File: src/rtl/fpu_bus_master.sv
// fpu_bus_master
//   Upstream driver for the FPU 8-bit register port. Takes one operand pair
//   and an operation byte over a valid/ready request channel, runs the whole
//   FPU command sequence and returns the 32-bit result over a valid/ready
//   response channel:
//     write A (addr 0..3) and B (addr 4..7) bytes little-endian, op (addr 8),
//     start (addr 9 = 8'h00), wait for cmd_end, read result bytes from
//     addr 9..C, run the end_ack handshake, present the response.
//
//   Ports
//     clk, arst_n                  clock, asynchronous active-low reset
//     req_valid/req_ready          request handshake (req_op, req_a, req_b)
//     rsp_valid/rsp_ready          response handshake (rsp_result, rsp_timeout)
//     fpu_cs/fpu_rd/fpu_wr         active-low bus controls to the fpu
//     fpu_addr, fpu_wdata          register address and write data
//     fpu_rdata                    read data from the fpu
//     fpu_end_ack                  end-of-command acknowledge (active high)
//     fpu_cmd_end, fpu_busy        fpu status inputs
//
//   Parameters
//     WR_LOW_CYCLES   cycles fpu_wr is held low per write (>=1)
//     RD_WAIT_CYCLES  cycles fpu_rd is low before data is sampled (>=1);
//                     the rd-low window is RD_WAIT_CYCLES+1 cycles
//     TIMEOUT_CYCLES  cmd_end / end_ack wait limit
//
//   Build option
//     FPU_TIMEOUT_EN  when defined, WAIT and ACK are bounded by
//                     TIMEOUT_CYCLES and rsp_timeout reports an abandoned
//                     command; otherwise both wait indefinitely and
//                     rsp_timeout is tied low.
module fpu_bus_master #(
  parameter int WR_LOW_CYCLES  = 1,
  parameter int RD_WAIT_CYCLES = 1,
  parameter int TIMEOUT_CYCLES = 4096
) (
  input  logic        clk,
  input  logic        arst_n,
  input  logic        req_valid,
  output logic        req_ready,
  input  logic [7:0]  req_op,
  input  logic [31:0] req_a,
  input  logic [31:0] req_b,
  output logic        rsp_valid,
  input  logic        rsp_ready,
  output logic [31:0] rsp_result,
  output logic        rsp_timeout,
  output logic        fpu_cs,
  output logic        fpu_rd,
  output logic        fpu_wr,
  output logic [3:0]  fpu_addr,
  output logic [7:0]  fpu_wdata,
  input  logic [7:0]  fpu_rdata,
  output logic        fpu_end_ack,
  input  logic        fpu_cmd_end,
  input  logic        fpu_busy
);

  typedef enum logic [2:0] {
    S_IDLE, S_BUSYCHK, S_WRITE, S_WAIT, S_READ, S_ACK, S_RSP
  } state_t;

  typedef enum logic [1:0] {PH_SETUP, PH_STROBE, PH_RECOVER} phase_t;

  localparam int PH_MAX = (WR_LOW_CYCLES > RD_WAIT_CYCLES) ? WR_LOW_CYCLES : RD_WAIT_CYCLES;
  localparam int PW     = $clog2(PH_MAX + 1);
  localparam logic [PW-1:0] WR_LAST = PW'(WR_LOW_CYCLES - 1);
  localparam logic [PW-1:0] RD_LAST = PW'(RD_WAIT_CYCLES);

  state_t          state;
  phase_t          phase;
  logic [PW-1:0]   ph_cnt;
  logic [3:0]      idx;       // write access 0..9, read access 0..3
  logic [31:0]     a_q, b_q;
  logic [7:0]      op_q;
  logic [79:0]     wr_vec;
  logic [3:0]      idx_next;

  // Byte stream for the ten write accesses, byte n goes to address n.
  assign wr_vec   = {8'h00, op_q, b_q, a_q};
  assign idx_next = idx + 4'd1;

  // Ready is combinational so that a new request can be taken on the very
  // edge that hands off the previous response.
  assign req_ready = (state == S_IDLE) || ((state == S_RSP) && rsp_ready);

`ifdef FPU_TIMEOUT_EN
  localparam int TW = $clog2(TIMEOUT_CYCLES + 1);
  localparam logic [TW-1:0] TMO_LAST = TW'(TIMEOUT_CYCLES - 1);
  logic [TW-1:0] tmo_cnt;
`else
  assign rsp_timeout = 1'b0;
`endif

  // NOTE: every register below is updated with non-blocking assignments so
  // that all state sampled in one edge sees the pre-edge values.
  always_ff @(posedge clk or negedge arst_n) begin
    if (!arst_n) begin
      state       <= S_IDLE;
      phase       <= PH_SETUP;
      ph_cnt      <= '0;
      idx         <= '0;
      a_q         <= '0;
      b_q         <= '0;
      op_q        <= '0;
      rsp_valid   <= 1'b0;
      rsp_result  <= '0;
      fpu_cs      <= 1'b1;
      fpu_rd      <= 1'b1;
      fpu_wr      <= 1'b1;
      fpu_addr    <= '0;
      fpu_wdata   <= '0;
      fpu_end_ack <= 1'b0;
`ifdef FPU_TIMEOUT_EN
      rsp_timeout <= 1'b0;
      tmo_cnt     <= '0;
`endif
    end else begin
      case (state)
        S_IDLE, S_RSP: begin
          if (state == S_RSP && rsp_ready) begin
            rsp_valid <= 1'b0;
            state     <= S_IDLE;
          end
          if (req_valid && req_ready) begin
            a_q   <= req_a;
            b_q   <= req_b;
            op_q  <= req_op;
            state <= S_BUSYCHK;
`ifdef FPU_TIMEOUT_EN
            rsp_timeout <= 1'b0;
`endif
          end
        end

        S_BUSYCHK: begin
          if (!fpu_busy) begin
            state     <= S_WRITE;
            phase     <= PH_SETUP;
            idx       <= '0;
            fpu_cs    <= 1'b0;
            fpu_addr  <= 4'd0;
            fpu_wdata <= a_q[7:0];
          end
        end

        S_WRITE: begin
          case (phase)
            PH_SETUP: begin
              fpu_wr <= 1'b0;
              ph_cnt <= '0;
              phase  <= PH_STROBE;
            end
            PH_STROBE: begin
              if (ph_cnt == WR_LAST) begin
                fpu_wr <= 1'b1;
                phase  <= PH_RECOVER;
              end else begin
                ph_cnt <= ph_cnt + 1'b1;
              end
            end
            default: begin
              if (idx == 4'd9) begin
                fpu_cs <= 1'b1;
                state  <= S_WAIT;
`ifdef FPU_TIMEOUT_EN
                tmo_cnt <= '0;
`endif
              end else begin
                idx       <= idx_next;
                fpu_addr  <= idx_next;
                fpu_wdata <= wr_vec[{idx_next, 3'b000} +: 8];
                phase     <= PH_SETUP;
              end
            end
          endcase
        end

        S_WAIT: begin
          // cmd_end is only looked at here; a level left over from an earlier
          // command is taken as completion.
          if (fpu_cmd_end) begin
            state    <= S_READ;
            phase    <= PH_STROBE;
            ph_cnt   <= '0;
            idx      <= '0;
            fpu_cs   <= 1'b0;
            fpu_rd   <= 1'b0;
            fpu_addr <= 4'h9;
          end
`ifdef FPU_TIMEOUT_EN
          else if (tmo_cnt == TMO_LAST) begin
            state       <= S_RSP;
            rsp_valid   <= 1'b1;
            rsp_result  <= 32'h7FC0_0000;
            rsp_timeout <= 1'b1;
          end else begin
            tmo_cnt <= tmo_cnt + 1'b1;
          end
`endif
        end

        S_READ: begin
          if (phase == PH_STROBE) begin
            if (ph_cnt == RD_LAST) begin
              rsp_result[{idx[1:0], 3'b000} +: 8] <= fpu_rdata;
              fpu_rd <= 1'b1;
              phase  <= PH_RECOVER;
            end else begin
              ph_cnt <= ph_cnt + 1'b1;
            end
          end else if (idx == 4'd3) begin
            fpu_cs      <= 1'b1;
            fpu_end_ack <= 1'b1;
            state       <= S_ACK;
`ifdef FPU_TIMEOUT_EN
            tmo_cnt <= '0;
`endif
          end else begin
            idx      <= idx_next;
            fpu_addr <= fpu_addr + 4'd1;
            fpu_rd   <= 1'b0;
            ph_cnt   <= '0;
            phase    <= PH_STROBE;
          end
        end

        S_ACK: begin
          if (!fpu_cmd_end) begin
            fpu_end_ack <= 1'b0;
            rsp_valid   <= 1'b1;
            state       <= S_RSP;
          end
`ifdef FPU_TIMEOUT_EN
          else if (tmo_cnt == TMO_LAST) begin
            fpu_end_ack <= 1'b0;
            rsp_valid   <= 1'b1;
            rsp_timeout <= 1'b1;
            state       <= S_RSP;
          end else begin
            tmo_cnt <= tmo_cnt + 1'b1;
          end
`endif
        end

        default: state <= S_IDLE;
      endcase
    end
  end

endmodule
File: config.mk
export PLATFORM = sky130hd
export DESIGN_NAME = fpu_bus_master
export DESIGN_NICKNAME = d
export VERILOG_FILES = /design/src/rtl/fpu_bus_master.sv
export SDC_FILE = /design/constraint.sdc
export NUM_CORES = 1
export LEC_CHECK = 0
export BUFFER_PORTS_ARGS = -buffer_cell sky130_fd_sc_hd__buf_2
export CAP_MARGIN = 20
export CORE_MARGIN = 10
export CORE_UTILIZATION = 59
export CTS_CLUSTER_DIAMETER = 100
export DETAILED_ROUTE_END_ITERATION = 8
export PLACE_DENSITY = 0.85
export SKIP_CTS_REPAIR_TIMING = 1
export SYNTH_ARGS = -nofsm -noshare
export SYNTH_HDL_FRONTEND = slang
export SYNTH_SLANG_ARGS = --single-unit
File: constraint.sdc
create_clock -name clk -period 6.1 [get_ports clk]
set_input_delay 0.305 -clock clk [delete_from_list [all_inputs] [get_ports clk]]
set_output_delay 0.305 -clock clk [all_outputs]
set_load 0.02 [all_outputs]
After elaboration in Yosys (flattened, before gate mapping)
Cells that the tools add are included.
- register bits: 131
- input bits: 86
- output and inout bits: 51
- word-level logic and storage cells: 132
- add/subtract/negate cells: 4
- equal/unequal tests: 26
- shifts and indexed selects: 3
- multiplexer cells: 58
- reductions and logical operators: 26
- operators with widths (kind ; number):
    80-bit by 8-bit variable part select with 8-bit output ; 1
    4-bit 2-to-1 mux ; 9
    32-bit bitwise mux ; 1
    4-bit one-hot mux with 4 select lines ; 2
    8-bit by 7-bit variable shift with 32-bit output, first input constant ; 1
    8-bit by 7-bit variable part select with 32-bit output ; 1
    3-bit 2-to-1 mux ; 9
    8-bit 2-to-1 mux ; 3
    2-bit != test, second input constant ; 11
    7-bit AND reduction ; 3
    3-bit one-hot mux with 6 select lines ; 1
    1-bit 2-to-1 mux ; 16
    8-bit one-hot mux with 2 select lines ; 1
    4-bit AND reduction ; 4
    3-bit != test, second input constant ; 5
    2-bit 2-to-1 mux ; 7
    1-bit one-hot mux with 2 select lines ; 5
    2-bit nonzero test ; 5
    3-bit equality test, second input constant ; 3
    3-bit AND reduction ; 3
    4-bit by 1-bit adder with 4-bit output, second input constant ; 2
    2-bit one-hot mux with 4 select lines ; 1
    8-bit AND reduction ; 1
    5-bit negation with 7-bit output ; 1
    other kinds (18) ; 21

Logic depth before layout (Yosys ltp)
- word-level depth: 6
- mapped depth: 9
- gate-level depth less buffers: 7

Worst setup path before layout
OpenSTA, ideal clock, no wires.
- path type: register to register
- start point: register state[2]
- end point: register a_q[0]
- setup time: 125 ps
- data arrival time: 2181 ps
- slack: 3794 ps
- stages on the path, launching flop included: 8
- buffers on the path: 3
- period minus slack after synthesis: 2306 ps
- cell sequence: dfrtp_1 > buf_2 > nor2b_2 > a211oi_1 > and2_1 > buf_2 > buf_4 > mux2_2
- longest elaborated chain between the ends: 5
- elaborated cells on any way between the ends: 7
- classes of those cells: eq/ne (1); reduce/logical (6)
- ends and longest elaborated chain (item ; line ; RTL):
    from (decl) ; 69 ; state_t state;
    from (signal assigned) ; 98 ; state <= S_IDLE;
    from (signal assigned) ; 122 ; state <= S_IDLE;
    from (signal assigned) ; 128 ; state <= S_BUSYCHK;
    3-bit equality test ; 84 ; assign req_ready = (state == S_IDLE) || ((state == S_RSP) && rsp_ready);
    1-bit logical AND ; 84 ;
    1-bit logical OR (*) ; 84 ;
    net req_ready ; 39 ; output logic req_ready,
    1-bit logical AND (*) ; 124 ; if (req_valid && req_ready) begin
    2-bit AND reduction (no source line) (*) ; -- ;
    to (signal assigned) ; 125 ; a_q <= req_a;
    to (decl) ; 73 ; logic [31:0] a_q, b_q;
Mark *: on every way through the listed nets, which the timed path passes. The rest lies on a longest branch.
A chain may end at the register's enable or synchronous reset.

Worst setup path after layout
- start point: register idx[0]
- end point: register rsp_result[12]
- longest elaborated chain between the ends: 3
- elaborated cells on any way between the ends: 4
- classes of those cells: add/sub (1); shift (2); mux (1)
- ends and longest elaborated chain (item ; line ; RTL):
    from (decl) ; 72 ; logic [3:0] idx;
    from (signal assigned) ; 169 ; idx <= idx_next;
    from (signal assigned) ; 219 ; idx <= idx_next;
    5-bit negation with 7-bit output (*) ; 205 ; rsp_result[{idx[1:0], 3'b000} +: 8] <= fpu_rdata;
    8-bit by 7-bit variable part select with 32-bit output or 8-bit by 7-bit variable shift with 32-bit output (tied branches) ; 205 ;
    32-bit bitwise mux (*) ; 205 ;
    to (signal, indexed assignment) ; 205 ;
    to (decl) ; 45 ; output logic [31:0] rsp_result,
Every way passes the cells marked *; elsewhere a longest branch is shown, timed or not.

==> impl_metrics.env <==
export IMPL_hold_path_class="in2reg"
export IMPL_reg2reg_to="rsp_result[12]"
export IMPL_finalSetupViolations=0
export IMPL_cap_violations=0
export IMPL_grt_usage_pct=22.13
export IMPL_r2r_cells=6
export IMPL_status="finished, final reports clean"
export IMPL_grt_overflow=0
export IMPL_r2r_slack_ns=2.66
export IMPL_gp_congestion=0.8926
export IMPL_cts_root_buf="clkbuf_8"
export IMPL_drc=0
export IMPL_die_x_um=124.0
export IMPL_synth_edf_count=0
export IMPL_finalHoldViolations=0
export IMPL_synth_compound_area_share_pct=11.58
export IMPL_synth_top_family_by_area="multiplexers"
export IMPL_place_area_um2=7042
export IMPL_worstPathMaxFanout=38
export IMPL_avgSynthCellArea_um2=11.38
export IMPL_syn_cell_area_um2=6384
export IMPL_arrival_ns=3.88
export IMPL_drv_slew=0
export IMPL_p_leak_nw=3.433
export IMPL_clk_latency_ns=0.53
export IMPL_synthAdderAreaFrac_pct=1.372
export IMPL_antenna_found_initial=0
export IMPL_n_antenna_cell=0
export IMPL_drive_above_1_share_pct=38.33
export IMPL_via_per_inst=5.934
export IMPL_clk_pin_slew_ns=0.06
export IMPL_utilization_pct=74.49
export IMPL_period_share_pct=56.46
export IMPL_synth_nets=654
export IMPL_total_power_mw=4.151
export IMPL_reg2reg_from="idx[0]"
export IMPL_multi_input_area_um2=2873
export IMPL_cts_sinks=131
export IMPL_io_buffer_count=135
export IMPL_fin_nets=788
export IMPL_place_hpwl_um=11850
export IMPL_synth_area_top_cells="dfrtp_1 (50%), mux2_2 (16%), nand2_1 (5.3%)"
export IMPL_h_tree_depth=4
export IMPL_cts_tree="yes"
export IMPL_ios=137
export IMPL_grt_pass1_vias=5284
export IMPL_worst_pin_slew_ns=0.9421
export IMPL_startpoint="idx[0]"
export IMPL_drt_initial_drc_count=359
export IMPL_ys_flop_type="dfrtp_1"
export IMPL_fmaxAchievable_mhz=290.4
export IMPL_cts_buffers=17
export IMPL_yosys_top_cells_count="dfrtp_1 (128), nand2_1 (90), mux2_2 (88), o21ai_0 (47), mux2i_1 (21)"
export IMPL_powerDensity_nw_per_um2=535.0
export IMPL_ir_worst_vdd_v=0.0003090
export IMPL_worst_ep_required_time_ns=6.53
export IMPL_dr_pass1_iters=6
export IMPL_async_reset_ff_share_pct=100.0
export IMPL_synthMuxAreaShare_pct=20.11
export IMPL_crit_path_start_kind="flop"
export IMPL_ctsLongestPathBuffers=2
export IMPL_ys_seq_elements=131
export IMPL_ant_nets=0
export IMPL_fin_tns_setup_ns=0
export IMPL_grt_max_degree=83
export IMPL_std_cell_rows=37
export IMPL_post_route_min_period_ns=3.444
export IMPL_die_area_um2=15380
export IMPL_synth_top_area_cell="dfrtp_1"
export IMPL_finalClockSkew_ns=0.01207
export IMPL_grt_pass1_wl_um=26630
export IMPL_yosys_area_share_simple_pct=11.03
export IMPL_fin_hold_ws_ns=0.007472
export IMPL_dr_total_vias=5002
export IMPL_fin_area_um2=7759
export IMPL_synth_xor_area_share_pct=0.8232
export IMPL_synth_top_area_share_pct=50.18
export IMPL_yosys_warnings=0
export IMPL_area_growth_pct=21.54
export IMPL_fill_cells=689
export IMPL_synth_cell_type_count=63
export IMPL_seqCellArea_um2=3283
export IMPL_cp_endpoint="rsp_result[12]"
export IMPL_initial_core_util_pct=61.29
export IMPL_synthCells=561
export IMPL_ys_seq_area_share_pct=51.41
export IMPL_die_h_um=124.0
export IMPL_crit_type="reg2reg"
export IMPL_synth_most_common_cell="dfrtp_1"
export IMPL_avgRoutedWirePerCell_um=20.07
export IMPL_core_um2=10420
export IMPL_wl_um=16920
export IMPL_rsz0062_at_grt="no"
export IMPL_slew_limit_headroom_pct=36.71
export IMPL_end_kind="flop"
==> cell type report <==
class,count,area share (%)
Inverter,6,0.2903
Sequential cell,131,42.32
Timing Repair Buffer,151,10.97
Clock inverter,9,1.371
Tap cell,136,2.193
Multi-Input combinational cell,388,37.03
Clock buffer,22,5.838
==> per-stage QoR <==
step                      worst slack [ns]  cells
after floorplan                      3.794    561
after global placement               2.941    798
after detailed placement             2.784    798
after CTS                            2.717    829
after global routing                 2.352    843
final                                2.656    843
==> cells in the final DEF, fill, tap and decap left out, types with 4 or more instances in the layout <==
master | synthesis | layout
nand2_1 | 90 | 90
mux2_2 | 88 | 88
nor2_1 | 10 | 10
a21oi_1 | 7 | 7
dlygate4sd3_1 | 0 | 13
inv_1 | 6 | 6
o22ai_1 | 9 | 9
nand3_1 | 10 | 10
o31ai_1 | 4 | 4
nand2b_1 | 12 | 12
dfrtp_1 | 128 | 127
mux2i_1 | 21 | 21
xor2_1 | 5 | 5
o21ai_0 | 47 | 47
nor3_1 | 8 | 8
a311o_1 | 7 | 7
clkbuf_16 | 0 | 16
buf_2 | 7 | 134
ha_1 | 7 | 7
nand4_1 | 4 | 4
a41oi_1 | 7 | 7
==> flip-flops by register name, summed over array words and instances, names as in the netlist <==
register     cells
state            3
fpu_addr         4
idx              4
fpu_cs           1
fpu_wr           1
op_q             8
rsp_valid        1
fpu_end_ack      1
b_q             32
phase            2
fpu_rd           1
a_q             32
fpu_wdata        8
ph_cnt           1
rsp_result      32
==> per-layer routing <==
metal,GRT usage (%),up-vias,part of all wire (%)
li1,-,2281,-
met3,6.335,35,7.1
met5,0,-,0
met4,7.698,0,2.1
met2,37.48,228,51
met1,26.50,2458,40
==> worst min-delay path by stage <==
stage | start | end | slack (ns) | cells after the start
6_report | req_op[2] | op_q[2] | 0.007 | 2
5_1_grt | req_b[1] | b_q[1] | 0.001 | 2
4_1_cts | arst_n | rsp_result[15] | -0.19 | 1
3_5_place_dp | arst_n | rsp_result[31] | 0.36 | 1
3_3_place_gp | arst_n | rsp_result[11] | 0.34 | 1
2_1_floorplan | arst_n | a_q[0] | 0.009 | 0
==> report_power, final <==
| group | switching (mW) | internal, mW | total (mW) |
|---|---|---|---|
| registers | 0.331 | 1.24 | 1.58 |
| logic | 0.837 | 0.768 | 1.61 |
| clock network | 0.370 | 0.599 | 0.969 |
| total | 1.54 | 2.61 | 4.15 |
==> cell families (layout without fill, tap and decap cells) <==
kind of cell	Yosys count	in the layout
and+or+nand+nor	152	152
adders and majority gates	7	7
other	1	1
xor gates and xnor gates	6	6
buffers and inverters	42	188
muxes	114	114
DFF	131	131
AOI/OAI and AO/OA	108	108
==> critical path: stages (launching register included) <==
cell and delay [ns]:
dfrtp_2 0.99, inv_1 0.32, ha_1 0.63, inv_1 0.29, nor3_1 0.77, nand2_1 0.14
o21ai_0 0.20
No activity file was read; power rests on OpenSTA's default activity.
